==> src/rtl/ariane_soc.sv <==
// SoC-level constants shared by the CVA6 subsystem blocks.
package ariane_soc;
  localparam int unsigned NumCVA6     = 2;
  localparam logic [63:0] L2SPMBase   = 64'h1C00_0000;
  localparam logic [63:0] L2SPMLength = 64'h0000_8000;
endpackage

==> src/rtl/l2spm_arb_pkg.sv <==
// Shared types and derived widths for the L2 scratchpad round-robin arbiter.
package l2spm_arb_pkg;
  localparam int unsigned MaxReq = 8;
  localparam int unsigned IdW    = $clog2(MaxReq);

  typedef struct packed {
    logic           valid;
    logic [IdW-1:0] id;
    logic           err;
  } rsp_slot_t;

  function automatic int unsigned word_off_w(input int unsigned dw);
    return $clog2(dw / 8);
  endfunction

  function automatic int unsigned mem_addr_w(input logic [63:0] len, input int unsigned dw);
    return $clog2(len) - $clog2(dw / 8);
  endfunction

  localparam int unsigned WordOffW = word_off_w(64);
  localparam int unsigned MemAddrW = mem_addr_w(ariane_soc::L2SPMLength, 64);
endpackage

==> src/rtl/l2spm_rr_arbiter_if.sv <==
// Requester-side OBI bundle plus the fixed-latency SRAM port of the L2SPM arbiter.
interface l2spm_rr_arbiter_if #(
  parameter int unsigned NumReq    = 2,
  parameter int unsigned DataWidth = 64,
  parameter int unsigned MemAddrW  = 12
);
  localparam int unsigned BeW = DataWidth / 8;

  logic [NumReq-1:0]                req_i;
  logic [NumReq-1:0][63:0]          addr_i;
  logic [NumReq-1:0]                we_i;
  logic [NumReq-1:0][BeW-1:0]       be_i;
  logic [NumReq-1:0][DataWidth-1:0] wdata_i;
  logic [NumReq-1:0]                gnt_o;
  logic [NumReq-1:0]                rvalid_o;
  logic [NumReq-1:0][DataWidth-1:0] rdata_o;
  logic [NumReq-1:0]                err_o;
  logic                             mem_req_o;
  logic                             mem_we_o;
  logic [MemAddrW-1:0]              mem_addr_o;
  logic [BeW-1:0]                   mem_be_o;
  logic [DataWidth-1:0]             mem_wdata_o;
  logic [DataWidth-1:0]             mem_rdata_i;

  // master: requesters and SRAM; slave: the arbiter itself
  modport master (
    output req_i, addr_i, we_i, be_i, wdata_i, mem_rdata_i,
    input  gnt_o, rvalid_o, rdata_o, err_o,
           mem_req_o, mem_we_o, mem_addr_o, mem_be_o, mem_wdata_o
  );

  modport slave (
    input  req_i, addr_i, we_i, be_i, wdata_i, mem_rdata_i,
    output gnt_o, rvalid_o, rdata_o, err_o,
           mem_req_o, mem_we_o, mem_addr_o, mem_be_o, mem_wdata_o
  );
endinterface

==> src/rtl/l2spm_rr_arbiter_rr_pick.sv <==
// Combinational round-robin pick: first requester at or above ptr, wrapping.
module l2spm_rr_arbiter_rr_pick #(
  parameter  int unsigned NumReq = 2,
  localparam int unsigned IdxW   = (NumReq > 1) ? $clog2(NumReq) : 1
) (
  input  logic [NumReq-1:0] req,
  input  logic [IdxW-1:0]   ptr,
  output logic [NumReq-1:0] gnt,
  output logic [IdxW-1:0]   idx
);
  logic [IdxW:0] pos;
  logic          found;

  always_comb begin
    gnt   = '0;
    idx   = '0;
    found = 1'b0;
    pos   = '0;
    for (int unsigned k = 0; k < NumReq; k++) begin
      // ptr < NumReq, so one conditional subtract is enough to wrap
      pos = {1'b0, ptr} + (IdxW+1)'(k);
      if (pos >= (IdxW+1)'(NumReq)) pos = pos - (IdxW+1)'(NumReq);
      if (!found && req[pos[IdxW-1:0]]) begin
        found                = 1'b1;
        idx                  = pos[IdxW-1:0];
        gnt[pos[IdxW-1:0]]   = 1'b1;
      end
    end
  end
endmodule

==> src/rtl/l2spm_rr_arbiter.sv <==
// Round-robin arbiter sharing the single-port L2 scratchpad between NumReq requesters.
module l2spm_rr_arbiter
  import l2spm_arb_pkg::*;
#(
  parameter int unsigned NumReq     = ariane_soc::NumCVA6,
  parameter int unsigned DataWidth  = 64,
  parameter int unsigned MemLatency = 1,
  parameter logic [63:0] BaseAddr   = ariane_soc::L2SPMBase,
  parameter logic [63:0] Length     = ariane_soc::L2SPMLength
) (
  input  logic clk_i,
  input  logic rst_i,
  l2spm_rr_arbiter_if.slave bus
);
  localparam int unsigned IdxW  = (NumReq > 1) ? $clog2(NumReq) : 1;
  localparam int unsigned WOffW = word_off_w(DataWidth);
  localparam int unsigned WinW  = $clog2(Length);

  logic [IdxW-1:0]   ptr_q;
  logic [IdxW-1:0]   win;
  logic [NumReq-1:0] pick_gnt;
  logic              any_req;
  logic              in_range;
  logic              rd_issue;
  logic [63:0]       offset;
  rsp_slot_t         issue;
  rsp_slot_t         rsp_out;
  rsp_slot_t [MemLatency-1:0] rsp_q;
  logic      [MemLatency-1:0] rd_q;
  logic              unused_id;

  l2spm_rr_arbiter_rr_pick #(.NumReq(NumReq)) u_pick (
    .req (bus.req_i),
    .ptr (ptr_q),
    .gnt (pick_gnt),
    .idx (win)
  );

  // Reset gates the grant path combinationally so mem_req_o drops at once.
  assign any_req  = (|bus.req_i) && !rst_i;
  assign offset   = bus.addr_i[win] - BaseAddr;
  assign in_range = offset < Length;
  assign rd_issue = ~bus.we_i[win];

  assign bus.gnt_o       = rst_i ? '0 : pick_gnt;
  assign bus.mem_req_o   = any_req && in_range;
  assign bus.mem_we_o    = bus.mem_req_o && bus.we_i[win];
  assign bus.mem_addr_o  = bus.mem_req_o ? offset[WinW-1:WOffW] : '0;
  assign bus.mem_be_o    = bus.mem_req_o ? bus.be_i[win] : '0;
  assign bus.mem_wdata_o = bus.mem_req_o ? bus.wdata_i[win] : '0;

  always_comb begin
    issue       = '0;
    issue.valid = any_req;
    issue.id    = IdW'(win);
    issue.err   = ~in_range;
  end

  always_ff @(posedge clk_i or posedge rst_i) begin
    if (rst_i) begin
      ptr_q <= '0;
      rsp_q <= '0;
      rd_q  <= '0;
    end else begin
      rsp_q[0] <= issue;
      rd_q[0]  <= rd_issue;
      for (int unsigned k = 1; k < MemLatency; k++) begin
        rsp_q[k] <= rsp_q[k-1];
        rd_q[k]  <= rd_q[k-1];
      end
      if (any_req) ptr_q <= (win == IdxW'(NumReq-1)) ? '0 : win + 1'b1;
    end
  end

  assign rsp_out   = rsp_q[MemLatency-1];
  assign unused_id = ^rsp_out.id;

  // Writes and errors respond with zero data; idle ports always read zero.
  always_comb begin
    bus.rvalid_o = '0;
    bus.err_o    = '0;
    bus.rdata_o  = '0;
    if (rsp_out.valid) begin
      bus.rvalid_o[rsp_out.id[IdxW-1:0]] = 1'b1;
      bus.err_o[rsp_out.id[IdxW-1:0]]    = rsp_out.err;
      if (rd_q[MemLatency-1] && !rsp_out.err)
        bus.rdata_o[rsp_out.id[IdxW-1:0]] = bus.mem_rdata_i;
    end
  end

  for (genvar g = 0; g < NumReq; g++) begin : g_hold
    a_payload_hold: assert property (@(posedge clk_i) disable iff (rst_i)
      (bus.req_i[g] && !bus.gnt_o[g]) |=> (bus.req_i[g] && $stable(bus.addr_i[g]) &&
        $stable(bus.we_i[g]) && $stable(bus.be_i[g]) && $stable(bus.wdata_i[g])));
  end
endmodule

==> src/flat_wrapper.sv <==
// flat-port wrapper written by rule: the top's interface ports become plain ports
module l2spm_rr_arbiter_flat import l2spm_arb_pkg::*;
#(
  parameter int unsigned NumReq     = ariane_soc::NumCVA6,
  parameter int unsigned DataWidth  = 64,
  parameter int unsigned MemLatency = 1,
  parameter logic [63:0] BaseAddr   = ariane_soc::L2SPMBase,
  parameter logic [63:0] Length     = ariane_soc::L2SPMLength
)
  (clk_i, rst_i, bus_req_i, bus_addr_i, bus_we_i, bus_be_i, bus_wdata_i, bus_mem_rdata_i, bus_gnt_o, bus_rvalid_o, bus_rdata_o, bus_err_o, bus_mem_req_o, bus_mem_we_o, bus_mem_addr_o, bus_mem_be_o, bus_mem_wdata_o);
  l2spm_rr_arbiter_if #(.NumReq(NumReq), .DataWidth(DataWidth), .MemAddrW(MemAddrW)) bus_i ();
  input  logic clk_i;
  input  logic rst_i;
  input wire logic [$bits(bus_i.req_i)-1:0] bus_req_i;
  input wire logic [$bits(bus_i.addr_i)-1:0] bus_addr_i;
  input wire logic [$bits(bus_i.we_i)-1:0] bus_we_i;
  input wire logic [$bits(bus_i.be_i)-1:0] bus_be_i;
  input wire logic [$bits(bus_i.wdata_i)-1:0] bus_wdata_i;
  input wire logic [$bits(bus_i.mem_rdata_i)-1:0] bus_mem_rdata_i;
  output wire logic [$bits(bus_i.gnt_o)-1:0] bus_gnt_o;
  output wire logic [$bits(bus_i.rvalid_o)-1:0] bus_rvalid_o;
  output wire logic [$bits(bus_i.rdata_o)-1:0] bus_rdata_o;
  output wire logic [$bits(bus_i.err_o)-1:0] bus_err_o;
  output wire logic [$bits(bus_i.mem_req_o)-1:0] bus_mem_req_o;
  output wire logic [$bits(bus_i.mem_we_o)-1:0] bus_mem_we_o;
  output wire logic [$bits(bus_i.mem_addr_o)-1:0] bus_mem_addr_o;
  output wire logic [$bits(bus_i.mem_be_o)-1:0] bus_mem_be_o;
  output wire logic [$bits(bus_i.mem_wdata_o)-1:0] bus_mem_wdata_o;
  assign bus_i.req_i = bus_req_i;
  assign bus_i.addr_i = bus_addr_i;
  assign bus_i.we_i = bus_we_i;
  assign bus_i.be_i = bus_be_i;
  assign bus_i.wdata_i = bus_wdata_i;
  assign bus_i.mem_rdata_i = bus_mem_rdata_i;
  assign bus_gnt_o = bus_i.gnt_o;
  assign bus_rvalid_o = bus_i.rvalid_o;
  assign bus_rdata_o = bus_i.rdata_o;
  assign bus_err_o = bus_i.err_o;
  assign bus_mem_req_o = bus_i.mem_req_o;
  assign bus_mem_we_o = bus_i.mem_we_o;
  assign bus_mem_addr_o = bus_i.mem_addr_o;
  assign bus_mem_be_o = bus_i.mem_be_o;
  assign bus_mem_wdata_o = bus_i.mem_wdata_o;
  l2spm_rr_arbiter #(.NumReq(NumReq), .DataWidth(DataWidth), .MemLatency(MemLatency), .BaseAddr(BaseAddr), .Length(Length)) u_core (.clk_i(clk_i), .rst_i(rst_i), .bus(bus_i));
endmodule
==> config.mk <==
export PLATFORM = sky130hd
export DESIGN_NAME = l2spm_rr_arbiter_flat
export DESIGN_NICKNAME = d
export VERILOG_FILES = /design/src/rtl/ariane_soc.sv /design/src/rtl/l2spm_arb_pkg.sv /design/src/rtl/l2spm_rr_arbiter_if.sv /design/src/rtl/l2spm_rr_arbiter_rr_pick.sv /design/src/rtl/l2spm_rr_arbiter.sv /design/src/flat_wrapper.sv
export SDC_FILE = /design/constraint.sdc
export NUM_CORES = 1
export LEC_CHECK = 0
export ABC_AREA = 1
export BUFFER_PORTS_ARGS = -buffer_cell sky130_fd_sc_hd__buf_2
export CAP_MARGIN = 20
export CORE_AREA = 10 10 209 211
export DETAILED_ROUTE_END_ITERATION = 8
export DIE_AREA = 0 0 219 221
export GPL_ROUTABILITY_DRIVEN = 0
export PLACE_DENSITY = 0.5
export RECOVER_POWER = 100
export SYNTH_ARGS = -nofsm -noshare
export SYNTH_HDL_FRONTEND = slang
export SYNTH_SLANG_ARGS = --single-unit
==> constraint.sdc <==
create_clock -name clk_i -period 2.87 [get_ports clk_i]
set_input_delay 0.4305 -clock clk_i [delete_from_list [all_inputs] [get_ports clk_i]]
set_output_delay 0.4305 -clock clk_i [all_outputs]
set_load 0.02 [all_outputs]
==> results.py <==
metrics = {
    "cells_and_area": {
        "final_cell_area_sq_mm": 0.00917,
        "area_growth_pct": 88.5,
        "final_core_util_pct": 23.2,
        "final_cells": 2039,
        "drive_gt1_share_pct": 47.8,
        "nets": 1856,
    },
    "placement": {
        "dpl.hpwl_um": 28700,
        "portBuffers": 555,
        "place_inst": 2023,
        "post_dp_cell_area_sq_mm": 0.00876,
        "dp_slack_ns": -0.721,
    },
    "synth": {
        "synthesis.area_sq_mm": 0.00486,
        "synth_top_area_share_pct": 17.5,
        "yosysTopAreaCell": "mux2i_1",
        "synth.area.top_cells": "mux2i_1, nand2_1, nor3_1, inv_1, nor2_1",
        "syn_nets": 1255,
        "yosys_warnings": 0,
        "synth-seq-cells": 5,
        "synth.avg_cell_area_sq_um": 5.33,
        "syn_inst": 913,
        "synth-async-reset-ratio_pct": 100,
        "ys_seq_area_share_pct": 2.57,
        "synth_edf_count": 0,
        "netlist-cell-type-count": 28,
        "synthTopCellsByCount": "nand2_1, inv_1, nor2_1",
        "synth.most_common_cell": "nand2_1",
        "synthFlopType": "dfrtp_1",
    },
    "die": {
        "start_util_pct": 12.3,
        "rows": 73,
        "die_y_um": 221,
        "dieArea_sq_mm": 0.0484,
        "coreArea_sq_mm": 0.0395,
        "die_x_um": 219,
        "io_pins": 562,
    },
    "worst_setup_path": {
        "ff2ff_path_depth": 16,
        "end_kind": "output pin",
        "required_ns": 2.44,
        "cp_max_fo": 18,
        "rr_startpoint": "u_core.ptr_q",
        "cp.arrival_ns": 3.07,
        "cp-start-kind": "register",
        "r2r-end": "u_core.rsp_out[0]",
        "r2r_slack_ns": 0.39,
        "path_class": "register to output pin",
    },
    "flow_run": {
        "drv_cap": 0,
    },
    "clocking": {
        "clk_latency_ns": 0.23,
        "cts.sinks": 5,
        "cts_buffers": 3,
        "clk_path_buf_depth": 2,
        "cts_tree": "built",
        "cts-root-buf": "clkbuf_16",
        "path_clk_slew_ns": 0.04,
        "cts-htree-levels": 1,
    },
    "detailed_routing": {
        "routed-via-count": 7954,
        "ant_nets": 0,
        "post-route-drc-count": 0,
        "drtIter0Drc": 341,
        "wirelength_um": 32200,
        "wl_per_cell_um": 15.8,
        "vias_per_cell": 3.90,
        "first_pass_iters": 5,
    },
    "grt": {
        "grt_max_degree": 86,
        "grt_pass1_wl_um": 46900,
        "antenna_found_initial": 4,
        "grt.total_usage_pct": 12.1,
        "grt-ovfl-total": 0,
        "grt_pass1_vias": 8257,
    },
    "power": {
        "ir_drop_mv": 0.0795,
        "total_power_mw": 1.43,
        "p_leak_nw": 5.37,
        "power.density_mw_per_mm2": 156,
    },
    "status": {
        "violations": "setup timing",
        "outcome": "complete, but fails checks",
    },
    "timing": {
        "slew_violations": 0,
        "rsz0062_at_grt": "true",
        "worst-slew-pin-transition_ns": 1.34,
        "whs_ns": 0.338,
        "worst_slack_ns": -0.629,
        "setup_viol": 86,
        "fmax_mhz": 286,
        "finalCritPeriodShare_pct": 122,
        "slew_headroom_pct": 10.9,
        "period_minus_slack_ns": 3.50,
        "hold_viol_final": 0,
        "fin_worst_skew_ns": 0.00418,
        "finalSetupTns_ns": -50.40,
    },
    "worst_hold_path": {
        "hp-class": "input pin to asynchronous set/reset pin",
    },
}
-- per-layer routing --
| metal | track usage (%) | wire length [um] |
|---|---|---|
| met5 | 0 | 34 |
| met4 | 1.20 | 264 |
| met3 | 4.52 | 3860 |
| met2 | 22.4 | 16100 |
| met1 | 13.1 | 12000 |
-- critical path, cell delays in order, from the launching register on --
cell	delay [ns]
dfrtp_2	0.43
nand2_4	0.13
nand2_8	0.10
buf_4	0.17
nand2_1	0.06
nand2_2	0.07
nor2_2	0.16
nand2_2	0.09
nor2_4	0.21
buf_4	0.15
buf_4	0.09
nand4_1	0.08
nand2_1	0.08
nand2_1	0.08
nor2_4	0.14
nand4_4	0.13
buf_12	0.18
buf_12	0.19
nor2_4	0.09
buf_4	0.14
-- layout by cell type (no fill, tap or decap), types with 21 or more instances in the layout --
cell / netlist / layout
buf_2: 8 / 475
nand2_1: 225 / 216
buf_4: 3 / 147
inv_1: 135 / 133
nor3_1: 129 / 129
nor2_1: 132 / 124
mux2i_1: 85 / 85
nor2_4: 41 / 46
nand3_1: 45 / 44
clkbuf_1: 34 / 21
-- where the power goes --
part           total (mW)  internal, mW  switching (mW)
Sequential         0.0832        0.0771         0.00614
Clock               0.232         0.184          0.0478
Combinational        1.11         0.511           0.599
Total                1.43         0.772           0.653
-- kinds of logic (layout without fill, tap and decap cells) --
| family | Yosys count | in the layout | share of synthesized area (%) |
|---|---|---|---|
| AO/OA/AOI/OAI | 13 | 13 | 1.34 |
| buffers and inverters | 200 | 800 | 17.9 |
| flip-flops | 5 | 5 | 2.57 |
| multiplexers | 85 | 85 | 17.5 |
| other | 0 | 1 | 0 |
| AND/OR/NAND/NOR | 610 | 610 | 60.7 |
-- sequential cells by signal, summed over array words and instances, names as in the netlist --
signal and flops:
u_core.rsp_out 3, u_core.rd_q 1, u_core.ptr_q 1
-- worst max path at each step --
stage | start | endpoint | slack (ns) | depth (start not counted)
2_1_floorplan | bus_req_i[0] | bus_mem_wdata_o[22] | -0.004 | 18
3_5_place_dp | bus_req_i[1] | bus_mem_addr_o[5] | -0.72 | 20
3_3_place_gp | bus_req_i[1] | bus_mem_wdata_o[37] | -0.68 | 20
4_1_cts | u_core.ptr_q | bus_mem_addr_o[5] | -0.69 | 19
5_1_grt | u_core.ptr_q | bus_mem_wdata_o[7] | -0.90 | 19
6_report | u_core.ptr_q | bus_mem_addr_o[5] | -0.63 | 19
-- cell type report --
class / count / area [sq um]
fill: 4495 / 30300
sequential: 5 / 126
clock buffer: 4 / 78.8
timing repair buffer: 656 / 3800
inverter: 140 / 526
antenna: 1 / 2.50
tap: 525 / 657
multi-input combinational: 708 / 3980
-- repair_timing --
item	in CTS	in global routing
hold buffers	0	0
pin swaps	1	3
endpoints found under the setup margin	86	86
cloned	0	1
buffers inserted	3	7
gates resized for setup	41	50
Note: power is estimated with default switching activity, not from simulation.
